===== config.mk =====
export PLATFORM = sky130hd
export DESIGN_NAME = gpio_pin_debounce
export DESIGN_NICKNAME = d
export VERILOG_FILES = /design/src/rtl/gpio_pin_debounce.sv
export SDC_FILE = /design/constraint.sdc
export NUM_CORES = 1
export LEC_CHECK = 0
export ABC_CLOCK_PERIOD_IN_PS = 2250
export CORE_MARGIN = 4
export CORE_UTILIZATION = 30
export DETAILED_ROUTE_END_ITERATION = 6
export GPL_ROUTABILITY_DRIVEN = 0
export PLACE_DENSITY = 0.49
export SLEW_MARGIN = 5
export SYNTH_ARGS = -nofsm -noshare
export SYNTH_HDL_FRONTEND = slang
export SYNTH_SLANG_ARGS = --single-unit
export TNS_END_PERCENT = 1

===== constraint.sdc =====
create_clock -name pclk -period 2.25 [get_ports pclk]
set_input_delay 0.45 -clock pclk [delete_from_list [all_inputs] [get_ports pclk]]
set_output_delay 0.45 -clock pclk [all_outputs]
set_load 0.03 [all_outputs]

===== src/rtl/gpio_pin_debounce.sv =====
// gpio_pin_debounce
// Input conditioning between the GPIO pads and the GPIO block's pin input bus.
// Each pin is synchronised by two flops and then either passed straight
// through (bypass) or filtered by a counter debouncer. The debouncer advances
// on a sample tick from one prescaler shared by all pins. Each pin also has a
// registered one-cycle pulse that marks a change of its clean level.

module gpio_pin_debounce #(
    parameter int WIDTH = 16,
    parameter int CNT_W = 8,
    parameter int PRE_W = 12
) (
    input  logic             pclk,
    input  logic             n_p_reset,
    input  logic [WIDTH-1:0] pad_in,
    input  logic [WIDTH-1:0] debounce_en,
    input  logic [CNT_W-1:0] deb_limit,
    input  logic [PRE_W-1:0] prescale,
    output logic [WIDTH-1:0] pin_clean,
    output logic [WIDTH-1:0] pin_change
);

    localparam logic [CNT_W-1:0] CNT_ONE = CNT_W'(1);
    localparam logic [PRE_W-1:0] PRE_ONE = PRE_W'(1);

    logic [WIDTH-1:0] r_sync1;
    logic [WIDTH-1:0] r_sync2;
    logic [PRE_W-1:0] r_pre_cnt;
    logic [CNT_W-1:0] r_cnt [WIDTH];
    logic [WIDTH-1:0] r_clean;
    logic [WIDTH-1:0] r_change;

    logic             w_tick;
    logic             w_lim_small;
    logic [CNT_W-1:0] w_lim_m1;
    logic [WIDTH-1:0] w_clean_nxt;
    logic [CNT_W-1:0] w_cnt_nxt [WIDTH];

    // Tick when the prescaler reaches the programmed period. A count that is
    // already above a newly lowered prescale simply runs on until it wraps.
    always_comb begin
        w_tick      = (r_pre_cnt == prescale);
        w_lim_small = (deb_limit <= CNT_ONE);
        w_lim_m1    = deb_limit - CNT_ONE;
    end

    // Two-flop synchroniser; it is the only logic that samples the pads.
    always_ff @(posedge pclk or negedge n_p_reset) begin
        if (!n_p_reset) begin
            r_sync1 <= '0;
            r_sync2 <= '0;
        end else begin
            r_sync1 <= pad_in;
            r_sync2 <= r_sync1;
        end
    end

    // Shared sample-tick prescaler. It counts 0..prescale and then wraps to 0.
    always_ff @(posedge pclk or negedge n_p_reset) begin
        if (!n_p_reset) begin
            r_pre_cnt <= '0;
        end else if (w_tick) begin
            r_pre_cnt <= '0;
        end else begin
            r_pre_cnt <= r_pre_cnt + PRE_ONE;
        end
    end

    // Per-pin next level and next count for the bypass and debounce modes.
    // In bypass the count is cleared, so re-enabling debounce starts from zero.
    always_comb begin
        for (int i = 0; i < WIDTH; i++) begin
            w_clean_nxt[i] = r_clean[i];
            w_cnt_nxt[i]   = r_cnt[i];
            if (!debounce_en[i]) begin
                w_clean_nxt[i] = r_sync2[i];
                w_cnt_nxt[i]   = '0;
            end else if (r_sync2[i] == r_clean[i]) begin
                w_cnt_nxt[i]   = '0;
            end else if (!w_tick) begin
                w_cnt_nxt[i]   = r_cnt[i];
            end else if (w_lim_small || (r_cnt[i] == w_lim_m1)) begin
                w_clean_nxt[i] = r_sync2[i];
                w_cnt_nxt[i]   = '0;
            end else begin
                w_cnt_nxt[i]   = r_cnt[i] + CNT_ONE;
            end
        end
    end

    // Per-pin debounce counters.
    always_ff @(posedge pclk or negedge n_p_reset) begin
        if (!n_p_reset) begin
            for (int i = 0; i < WIDTH; i++) begin
                r_cnt[i] <= '0;
            end
        end else begin
            for (int i = 0; i < WIDTH; i++) begin
                r_cnt[i] <= w_cnt_nxt[i];
            end
        end
    end

    // Clean levels, and a change pulse that is high in the cycle after a level moves.
    always_ff @(posedge pclk or negedge n_p_reset) begin
        if (!n_p_reset) begin
            r_clean  <= '0;
            r_change <= '0;
        end else begin
            r_clean  <= w_clean_nxt;
            r_change <= r_clean ^ w_clean_nxt;
        end
    end

    assign pin_clean  = r_clean;
    assign pin_change = r_change;

endmodule


==> results.json <==
{
  "yosys.area.top_type": "dfrtp_1",
  "drt-wirelength-per-cell_microns": 18.5,
  "finalCritPeriodShare": 1.01,
  "nets": 1749,
  "drt-met1-wl_microns": 19500,
  "ir_worst_vdd_uv": 484,
  "drv_cap": 0,
  "synth.most_common_cell": "dfrtp_1",
  "vias": 11742,
  "wl_met2_microns": 20000,
  "cts_buffers": 27,
  "die_height_microns": 219,
  "syn-instance-count": 1438,
  "highest_layer": "met4",
  "avgSynthCellArea_sq_um": 9.30,
  "antenna_found_initial": 1,
  "r2r-end": "pin_clean[11]$_DFF_PN0_",
  "hold_slack_ns": 0.341,
  "port_buffers": 85,
  "crit_arrival_ns": 2.71,
  "cp-endpoint": "pin_clean[11]$_DFF_PN0_",
  "routed_wl_microns": 42300,
  "ant_nets": 0,
  "rrSetupSlack_ns": -0.03,
  "grt_use_total": 0.174,
  "tightestPinTransition_ns": 0.500,
  "dieArea_sq_um": 48000,
  "status": "finished, violations left",
  "setup_viol": 12,
  "final_core_util": 0.408,
  "violations": "negative setup slack",
  "syn_to_final_growth_pct": 34.5,
  "postLayoutSetupSlackWorst_ns": -0.0292,
  "ys_seq_area_frac": 0.382,
  "final_cell_count_no_fill": 2288,
  "grt_pass1_wl_microns": 66500,
  "leakage_nw": 7.81,
  "coreArea_sq_um": 44100,
  "grt_max_degree": 47,
  "clockBufferDepth": 3,
  "critPathKind": "in -> reg",
  "grt_overflow": 0,
  "rsz0062_at_grt": "yes",
  "drtIter0Drc": 808,
  "first_pass_iters": 5,
  "power.total_mw": 10.0,
  "dp_hpwl_microns": 29800,
  "async_reset_ff_frac": 1.00,
  "syn_nets": 1511,
  "startpoint": "deb_limit[4]",
  "netlist_top_cells_count": "204 x dfrtp_1, 128 x nand2_1, 122 x nor2_1",
  "reg2reg_from": "r_pre_cnt[2]$_DFF_PN0_",
  "syn_area_sq_um": 13400,
  "fmax_mhz": 439,
  "endpoint_kind": "register",
  "row_count": 77,
  "power.density_nw_per_um2": 559,
  "cts_max_level": 1,
  "clkSlewWorstSetupHoldPaths_ns": 0.06,
  "hold_class": "in -> reg",
  "required_ns": 2.68,
  "critPathLaunchType": "primary input",
  "hold_violations": 0,
  "tritoncts": "done",
  "rr_worst_depth": 10,
  "insertedDiodeCount": 0,
  "start_util": 0.303,
  "synth_seq_cells": 204,
  "dp.cells": 2222,
  "ys_warn_count": 0,
  "ioPinCount": 86,
  "worstPathMaxFanout": 8,
  "drc": 0,
  "grt_pass1_vias": 11592,
  "ys_types": 72,
  "cts_root_buffer": "clkbuf_16",
  "finalCriticalPeriod_ns": 2.28,
  "viasPerCell": 5.13,
  "clk_latency_ns": 0.55,
  "layout-drive-gt1-share": 0.232,
  "cts.sinks": 204,
  "die_x_microns": 219,
  "fin_worst_skew_ns": 0.0123,
  "relSlewSlack": 0.665,
  "dp_slack_ns": -1.21,
  "wl_met3_microns": 1820,
  "synth_edf_count": 0,
  "slew_viol_final": 0,
  "synth_ff_type": "dfrtp_1",
  "synth_top_area_share": 0.382,
  "synthTopCellsByArea": "dfrtp_1 38%, xnor3_1 8.8%, xor2_1 6.5%"
}
[sequential cells by signal, summed over array words and instances (netlist names)]
register / flops
r_sync1: 16
r_pre_cnt: 12
pin_change: 16
pin_clean: 16
r_cnt: 128
r_sync2: 16
[cell families after synthesis]
| group | Yosys count | share of synthesized area |
|---|---|---|
| AOI/OAI and AO/OA | 200 | 0.110 |
| xor gates and xnor gates | 196 | 0.182 |
| adders and majority gates | 19 | 0.0178 |
| buffers and inverters | 110 | 0.0328 |
| DFF | 204 | 0.382 |
| muxes | 4 | 0.00318 |
| and+or+nand+nor | 705 | 0.273 |
[through the flow]
stage	TNS, ns	area [sq um]
2_1_floorplan	-77.03	13400
3_3_place_gp	-164.75	16300
3_5_place_dp	-167.54	16300
4_1_cts	-0.211	17600
5_1_grt	-5.03	18000
6_report	-0.192	18000
[layout by cell type (no fill, tap or decap), types with 20 or more instances in the layout]
cell type | Yosys | routed
or2_2 | 39 | 39
xor2_1 | 99 | 97
nor3_1 | 81 | 63
buf_6 | 0 | 25
nor2_1 | 122 | 119
nand2_1 | 128 | 124
and3_1 | 75 | 73
xnor3_1 | 52 | 52
clkbuf_16 | 0 | 27
and2_1 | 28 | 26
dfrtp_1 | 204 | 204
nand3_1 | 102 | 99
o211ai_1 | 51 | 51
or3_1 | 27 | 25
clkdlybuf4s50_1 | 0 | 78
xnor2_1 | 45 | 44
nand4_1 | 49 | 49
o21ai_0 | 26 | 20
buf_4 | 2 | 172
[worst min path at each step]
stage	end	start	cells after the start
6_report	r_sync1[2]$_DFF_PN0_	pad_in[2]	1
5_1_grt	r_sync1[5]$_DFF_PN0_	pad_in[5]	1
4_1_cts	r_sync1[11]$_DFF_PN0_	pad_in[11]	1
3_5_place_dp	r_sync2[2]$_DFF_PN0_	r_sync1[2]$_DFF_PN0_	0
3_3_place_gp	r_sync2[11]$_DFF_PN0_	r_sync1[11]$_DFF_PN0_	0
2_1_floorplan	pin_change[0]$_DFF_PN0_	n_p_reset	0
[routing by layer]
| metal | vias up | GRT usage |
|---|---|---|
| met2 | 252 | 0.285 |
| met5 | - | 0 |
| met1 | 5738 | 0.245 |
| li1 | 5687 | - |
| met3 | 65 | 0.0201 |
| met4 | 0 | 0.0480 |
[power breakdown]
part           switching (mW)  internal (mW)  leakage, nW
clock network            1.71           2.69        0.443
registers               0.125           3.81         2.70
logic                   0.889          0.825         4.66
total                    2.72           7.33         7.81
[cell type report]
class,count,area (sq um)
clock buffers,42,812
clock inverters,7,87.6
fillers,4435,26100
inverters,14,60.1
multi-input cells,1124,8290
flip-flops and latches,204,5100
well taps,592,741
repair buffers,305,2890
[timing repair]
action / in CTS / in global routing
pin swaps: 26 / 24
setup endpoints to repair: 160 / 141
hold buffers: 1 / 0
setup buffers: 11 / 3
hold endpoints to repair: 40 / 0
gates resized for setup: 80 / 74
gates cloned: 2 / 0
[critical path, stage by stage]
cell             delay [ns]
clkdlybuf4s50_1        0.41
buf_6                  0.15
or3_4                  0.41
nor2_4                 0.18
buf_12                 0.16
xnor3_1                0.23
nand4_1                0.22
o211ai_1               0.11
a221o_1                0.36
(Power assumes the default switching activity.)
